===== src/rtl/order_entry_arbiter.sv =====
// Round-robin arbiter for the shared order-entry TX path with token-bucket rate limiting
// and session sequence stamping. Optional kill switch enabled by defining OE_KILL_SWITCH_EN.
module order_entry_arbiter #(
    parameter int NUM_REQ    = 4,
    parameter int ORDER_W    = 64,
    parameter int SEQ_W      = 32,
    parameter int BUCKET_MAX = 8,
    parameter int REFILL_DIV = 125,
    localparam int SRC_W = (NUM_REQ > 1) ? $clog2(NUM_REQ) : 1,
    localparam int TOK_W = $clog2(BUCKET_MAX + 1),
    localparam int REF_W = (REFILL_DIV > 1) ? $clog2(REFILL_DIV) : 1
) (
    input  logic                       clk_125mhz,
    input  logic                       rst,
    input  logic [NUM_REQ-1:0]         req_valid,
    input  logic [NUM_REQ*ORDER_W-1:0] req_order,
    output logic [NUM_REQ-1:0]         req_ready,
    output logic                       ord_valid,
    output logic [ORDER_W-1:0]         ord_data,
    output logic [SRC_W-1:0]           ord_src,
    output logic [SEQ_W-1:0]           ord_seq,
    input  logic                       ord_ready,
    output logic [TOK_W-1:0]           tokens_avail,
`ifdef OE_KILL_SWITCH_EN
    input  logic                       kill_sw,
    output logic [15:0]                drop_cnt,
`endif
    output logic                       busy
);

    typedef enum logic {IDLE, SEND} state_t;

    state_t           state, state_nxt;
    logic [SRC_W-1:0] rr_ptr;
    logic [TOK_W-1:0] tokens;
    logic [SEQ_W-1:0] seq_cnt;
    logic [REF_W-1:0] refill_cnt;
    logic [SRC_W-1:0] probe;
    logic [SRC_W-1:0] pick;
    logic             any_hit;
    logic             refill_tick;
    logic             tokens_ok;
    logic             grant;
    logic             take;

    assign refill_tick  = (refill_cnt == REF_W'(REFILL_DIV - 1));
    // A refill landing on an empty bucket makes a grant legal in the same cycle.
    assign tokens_ok    = (tokens != '0) || refill_tick;
    assign tokens_avail = tokens;
    assign ord_valid    = (state == SEND);
    assign busy         = (state == SEND);

    always_comb begin
        probe   = '0;
        pick    = '0;
        any_hit = 1'b0;
        for (int k = 1; k <= NUM_REQ; k++) begin
            probe = SRC_W'((int'(rr_ptr) + k) % NUM_REQ);
            if (!any_hit && req_valid[probe]) begin
                pick    = probe;
                any_hit = 1'b1;
            end
        end
    end

`ifdef OE_KILL_SWITCH_EN
    logic drop;
    assign grant = !rst && !kill_sw && (state == IDLE) && any_hit && tokens_ok;
    assign drop  = !rst && kill_sw && any_hit;
    assign take  = grant || drop;
`else
    assign grant = !rst && (state == IDLE) && any_hit && tokens_ok;
    assign take  = grant;
`endif

    always_comb begin
        req_ready = '0;
        if (take) begin
            req_ready[pick] = 1'b1;
        end
    end

    always_comb begin
        state_nxt = state;
        case (state)
            IDLE:    if (grant) state_nxt = SEND;
            SEND:    if (ord_ready) state_nxt = IDLE;
            default: state_nxt = IDLE;
        endcase
    end

    always_ff @(posedge clk_125mhz) begin
        if (rst) begin
            state      <= IDLE;
            tokens     <= TOK_W'(BUCKET_MAX);
            rr_ptr     <= SRC_W'(NUM_REQ - 1);
            seq_cnt    <= '0;
            refill_cnt <= '0;
            ord_data   <= '0;
            ord_src    <= '0;
            ord_seq    <= '0;
        end else begin
            state      <= state_nxt;
            refill_cnt <= refill_tick ? '0 : refill_cnt + 1'b1;
            if (take) begin
                rr_ptr <= pick;
            end
            if (grant) begin
                ord_data <= req_order[pick*ORDER_W +: ORDER_W];
                ord_src  <= pick;
                ord_seq  <= seq_cnt;
                seq_cnt  <= seq_cnt + 1'b1;
            end
            // Consume and refill in the same cycle cancel out.
            if (grant && !refill_tick) begin
                tokens <= tokens - 1'b1;
            end else if (!grant && refill_tick && tokens != TOK_W'(BUCKET_MAX)) begin
                tokens <= tokens + 1'b1;
            end
        end
    end

`ifdef OE_KILL_SWITCH_EN
    always_ff @(posedge clk_125mhz) begin
        if (rst) begin
            drop_cnt <= '0;
        end else if (drop && drop_cnt != 16'hFFFF) begin
            drop_cnt <= drop_cnt + 16'd1;
        end
    end
`endif

endmodule


===== config.mk =====
export PLATFORM = sky130hd
export DESIGN_NAME = order_entry_arbiter
export DESIGN_NICKNAME = d
export VERILOG_FILES = /design/src/rtl/order_entry_arbiter.sv
export SDC_FILE = /design/constraint.sdc
export NUM_CORES = 1
export LEC_CHECK = 0
export CAP_MARGIN = 25
export CORE_MARGIN = 2
export CORE_UTILIZATION = 39
export CTS_BUF_LIST = sky130_fd_sc_hd__clkbuf_8
export DETAILED_ROUTE_END_ITERATION = 10
export GPL_TIMING_DRIVEN = 1
export PLACE_DENSITY_LB_ADDON = 0.2
export SYNTH_ARGS = -nofsm -noshare
export SYNTH_HDL_FRONTEND = slang
export SYNTH_SLANG_ARGS = --single-unit

===== constraint.sdc =====
create_clock -name clk_125mhz -period 2.47 [get_ports clk_125mhz]
set_input_delay 0.3705 -clock clk_125mhz [delete_from_list [all_inputs] [get_ports clk_125mhz]]
set_output_delay 0.3705 -clock clk_125mhz [all_outputs]
set_load 0.1 [all_outputs]

==> run metrics <==
Post-Syn Area per Cell=around 9.5 sq um; vias per inst=5.01; Initial Util=39.8%; antenna-violating nets left=0; RD Place Congestion=0.834; Max Freq=around 420 MHz; Worst Path Max Fanout=5; final setup fails=0; I/O Pins=between 300 and 400; Post-Route WL=around 28 mm; sequential share of the synthesized area=a little over a third; CP required=roughly 2100 ps; worst skew pair latency=around 450 ps; DPL Wire Length=21.4 mm; pin count of the biggest net entering global routing=90; complex-gate fraction of the synthesized area=a little over 10%; CTS root buf=clkbuf_8; largest family of logic cells by synthesized area=multiplexers; flops & latches, synth=144; vias after detailed routing=7660; fin. max-slew vios=0; die width=148 microns; Final Util=a little over 60%; DRT iter0 DRCs=288; post-DR wirelength/cell=18.1 microns; clock-pin slew on the worst setup and hold paths=roughly 90 ps; post-synthesis async set-or-reset flop share=0%; part of the power in registers=between 20% and 30%; CTS tree=done; total power draw=0.0108 W; VDD IR-drop max=0.498 mV; Setup crit start kind=primary input; Fin. Hold Viols=0; first-pass GRT wire length=~42 mm; Cell Area, Synth=~8100 sq um; Logic pwr share=a little under three fifths; Worst path top cell family by delay=buffers and inverters; CP endpoint kind=output port; Simple-Gate Fraction of Synth Area=between 10% and 20%; number of CTS-inserted buffers=17; crit path buf inv count=4; Clock power frac=17.1%; synth warn=0; # DRC=0; grt ovf=0; Hold Crit Class=reg -> reg; dominant cells by area after synthesis=dfxtp_1 36%, mux2i_1 16%, mux2_2 8.9%, nand3b_1 8.4%, o21ai_1 3.7%; WS Path Type=in -> out; WP data arrival=slightly below 2000 ps; Worst path max stage delay=530 ps; Yosys top cell area share=35.8%; Cells after Synth=850; hold buffers post-CTS=0; CTS sink cnt=roughly 140; Std-Cell Rows=52; proportion of layout cells with a drive suffix above 1=26.0%; Final #Nets=roughly 1500; switching fraction of total power=between 40% and 50%; IO buf count=370; Worst Tran Pin Value=slightly above 800 ps; post-synthesis cell type count=55; CP cell instances=clkdlybuf4s50_1, buf_4, nor2_1, a311oi_4, buf_6, nand2_1, nor2_4, buf_12; Slew HR=46.3%; Mapped Nets=between 1000 and 1500; number of synthesized flops with an enable pin=0; Worst path slowest cell=clkdlybuf4s50_1; core box area=slightly above 20000 sq um; GRT Total Usage=24.7%; Chip Height=between 100 and 150 microns; P&R area growth vs syn=56.7%; status=finished, final reports clean; post-synthesis adder-cell area fraction=1.03%; initial antenna violation count=6; H-tree levels=4; clk buf depth=2; cell-internal power=approximately 0.0056 W; Post-synth top flop=dfxtp_1; Period minus WS final=~2400 ps; pwr dens=between 800 and 900 nW/um^2; first-pass detailed-route iteration total=4; vias in the first global route=~7300; leak pwr=5.12 nW; max_cap viols=0; xor and xnor area share after synthesis=under 10%; Die Area=~22000 sq um; Clock Skews=12.3 ps; post-synthesis mux area share=between 20 and 30%; Final period util=95.3%; switching power=0.00521 W; area leader, netlist=dfxtp_1
-- power groups by stage --
| stage | logic [W] | registers (W) | clock network (W) |
|---|---|---|---|
| 2_1_floorplan | 0.00205 | 0.00527 | 0 |
| 3_3_place_gp | 0.00599 | 0.00292 | 0 |
| 3_5_place_dp | 0.00602 | 0.00294 | 0 |
| 4_1_cts | 0.00605 | 0.00289 | 0.00191 |
| 5_1_grt | 0.00630 | 0.00294 | 0.00201 |
| 6_report | 0.00603 | 0.00289 | 0.00184 |
-- what timing repair did --
action | CTS | global route
setup buffers | 3 | 0
pin swaps | 4 | 4
gates resized for setup | 7 | 17
gates cloned | 0 | 0
hold endpoints to repair | 0 | 0
setup endpoints to repair | 4 | 5
-- per-stage QoR --
step / TNS, ps / setup slack (ps) / cell area (sq um) / hold slack [ps] / instances
after floorplan: -54.6 / -54.6 / 8100 / 426 / 850
after global placement: -18270 / -275 / 12100 / 445 / 1491
after detailed placement: -18610 / -312 / 12100 / 452 / 1491
after CTS: 0 / 3.18 / 12600 / 468 / 1526
after global routing: -7.72 / -4.04 / 12600 / 475 / 1529
final: 0 / 116 / 12600 / 449 / 1529
-- worst paths after layout --
path / startpoint / end / slack, ps / cells after the start
max: req_valid[2] / req_ready[2] / 120 / 8
min: refill_cnt[0] / refill_cnt[0] / 450 / 1
max reg2reg: refill_cnt[1] / tokens_avail[3] / 130 / 12
min reg2reg: refill_cnt[0] / refill_cnt[0] / 450 / 1
-- sequential cells by signal, indices dropped and copies added (netlist names) --
name and flops:
ord_seq 32, rr_ptr 2, tokens_avail 4, ord_src 2, ord_data 64, seq_cnt 32, refill_cnt 7, busy 1
-- synthesized netlist by cell type (2+ instances only) --
cell type and n:
dfxtp_1 144, mux2i_1 131, nand3b_1 90, nand2_1 68, mux2_2 64, o21ai_1 59, clkbuf_1 36, nor2_1 33
a21oi_1 32, inv_1 16, o21ai_2 16, o31ai_1 15, or4_1 15, nand3_1 14, buf_2 13, nand4_1 10
xor2_1 9, buf_12 7, or3_1 7, clkbuf_4 6, nor3_1 6, and3_1 5, ha_1 5, nand2b_1 5
xnor2_1 5, and2_1 4, o21ai_0 3, a211o_1 2, buf_4 2, nor4_4 2, or2_2 2
-- per-layer routing --
layer | global-route usage, % | routed length (microns) | vias up
li1 | - | - | 3856
met1 | 29.5 | 11200 | 3563
met2 | 44.1 | 14200 | 205
met3 | 6.82 | 1880 | 30
met4 | 5.96 | 413 | 6
met5 | 0 | 40 | -
-- placed cells by master (no fill, tap or decap), drive strengths merged, types with 18 or more instances in the layout --
cell type      synthesis  final
buf                   25    180
mux2i                131    131
clkbuf                42     18
mux2                  65     65
dfxtp                144    144
clkdlybuf4s50          0    258
nor2                  33     33
nand3b                90     90
a21oi                 32     32
o21ai                 79     79
inv                   16     26
nand2                 69     69
-- cells by family (layout without fill, tap and decap cells) --
kind of cell               after synthesis  count (layout)
other                                    0               3
xor gates and xnor gates                14              14
and+or+nand+nor                        271             271
AOI/OAI and AO/OA                      136             136
buffers and inverters                   83             489
adders and majority gates                6               6
DFF                                    144             144
muxes                                  196             196
-- final cells by class --
| cell class | count | area (sq um) |
|---|---|---|
| fill | 1758 | 7610 |
| multi-input combinational | 623 | 4790 |
| timing repair buffer | 441 | 4140 |
| sequential | 144 | 2900 |
| tap | 270 | 338 |
| clock buffer | 18 | 248 |
| clock inverter | 14 | 138 |
| inverter | 16 | 60.1 |
| antenna | 3 | 7.51 |
(Power assumes the default switching activity.)
==> edit (same flow settings) <==
Add a define of `OE_KILL_SWITCH_EN`.
--- a/src/rtl/order_entry_arbiter.sv
+++ b/src/rtl/order_entry_arbiter.sv
@@ -1,5 +1,7 @@
 // Round-robin arbiter for the shared order-entry TX path with token-bucket rate limiting
 // and session sequence stamping. Optional kill switch enabled by defining OE_KILL_SWITCH_EN.
+`define OE_KILL_SWITCH_EN
+
 module order_entry_arbiter #(
     parameter int NUM_REQ    = 4,
     parameter int ORDER_W    = 64,
Interface: changed (added drop_cnt and kill_sw); port bits go from 371 to 388. The function was not compared with the original's and may differ.
==> edit against the original RTL <==
The flow now finishes with violations (negative setup slack). Synthesized area up 13%. Maximum frequency down 6.9%. Cell area up 9.6%. Cell count grew 23%. Routed wire length is 21% higher. Sequential cell count increased by 16. Setup slack worse by 0.17 ns. Synthesized cell count is 40% higher. Non-clock buffer count rose by 8. Die area is 13% higher. Critical path type is now reg -> out.
Power is not compared: it rests on default switching activity, and its combinational part moved more than twofold at a synthesized area within 25%.
==> edit: results (changes against the original RTL) <==
sequential cell count=160 (was 144); DP Cell Count=1835 (was 1491); R2R setup slack=0.21 ns (was 0.13 ns); inverters=9 (was 16); Crit Reg-Reg Startpoint=tokens_avail[3] (was refill_cnt[1]); buffer share of cell area=31.2% (was 32.8%); Setup-failing EPs final=4 (was 0); Core Util, Final=60.7% (was 62.4%); R2R cell count=9 (was 12); critical path's slowest cell=or4_4 (was clkdlybuf4s50_1); comb_multi_in=909 (was 623); violated checks=negative setup slack; status=complete, but fails checks (was completed); DR WL met3=2400 um (was 1880 um); DR vias=10200 (was 7660); placed cell areas=0.0134 sq mm (was 0.0121 sq mm); mux share of post-synthesis cell area=0.344% (was 25.4%); Storage cell area=0.00323 sq mm (was 0.00290 sq mm); Cells on Worst Hold Path=2 (was 1); fin worst setup slack=-0.0579 ns (was 0.116 ns); DRT iter0 DRCs=623 (was 288); final cell count without fillers=1880 (was 1529); Crit path max-delay family=simple AND/OR/NAND/NOR gates (was buffers and inverters); port bufs=387 (was 370); Compound-Gate Fraction of Synth Area=28.3% (was 10.3%); clk tree area frac=2.87% (was 3.05%); syn nets=1459 (was 1119); RePlAce Congestion=0.903 (was 0.834); Post-Synthesis Cells=1190 (was 850); dominant cells by area after synthesis=dfxtp_1 (35%), a21boi_0 (11%), and3_1 (9.1%) (was dfxtp_1 (36%), mux2i_1 (16%), mux2_2 (8.9%)); Post-CTS Setup Bufs=5 (was 3); M3 GR Usage=7.70% (was 6.82%); clock skew=0.0265 ns (was 0.0123 ns); post-synthesis adder-cell area fraction=0.688% (was 1.03%); HPWL after DPL=24700 um (was 21400 um); GR Util met1=31.5% (was 29.5%); Crit Reg-Reg Endpoint=tokens_avail[2] (was tokens_avail[3]); M2 GR Usage=44.8% (was 44.1%); wire length on met2=16600 um (was 14200 um); Total GRT Usage=26.5% (was 24.7%); worst slack, placed=-0.171 ns (was -0.312 ns); filler instances=2106 (was 1758); number of global-route vias before repair=9455 (was 7342); most frequent cells after synthesis=dfxtp_1 (160), nand2_1 (158), and3_1 (132), a21boi_0 (129), o21ai_0 (125) (was dfxtp_1 (144), mux2i_1 (131), nand3b_1 (90), nand2_1 (68), mux2_2 (64))
==> edit: cell count changes after synthesis, moves of 13 or more <==
| cell | change |
|---|---|
| o21ai_2 | -16 |
| o21ai_1 | -39 |
| and3_1 | +127 |
| mux2_2 | -63 |
| dfxtp_1 | +16 |
| nand3b_1 | -89 |
| clkbuf_1 | +51 |
| o21ai_0 | +122 |
| a21oi_1 | +28 |
| mux2i_1 | -129 |
| a21boi_0 | +129 |
| a31oi_1 | +65 |
| nor3_1 | +13 |
| nand2_1 | +90 |
==> edit: worst max path at each step <==
stage	slack, ns	cells after the start	from	endpoint
2_1_floorplan	-0.05	6	tokens_avail[1]	req_ready[0]
5_1_grt	-0.13	5	rr_ptr[1]	req_ready[0]
3_5_place_dp	-0.17	8	req_valid[1]	ord_data[52]
4_1_cts	-0.1	6	tokens_avail[1]	req_ready[1]
6_report	-0.06	6	tokens_avail[3]	req_ready[0]
3_3_place_gp	-0.13	9	req_valid[2]	tokens_avail[2]
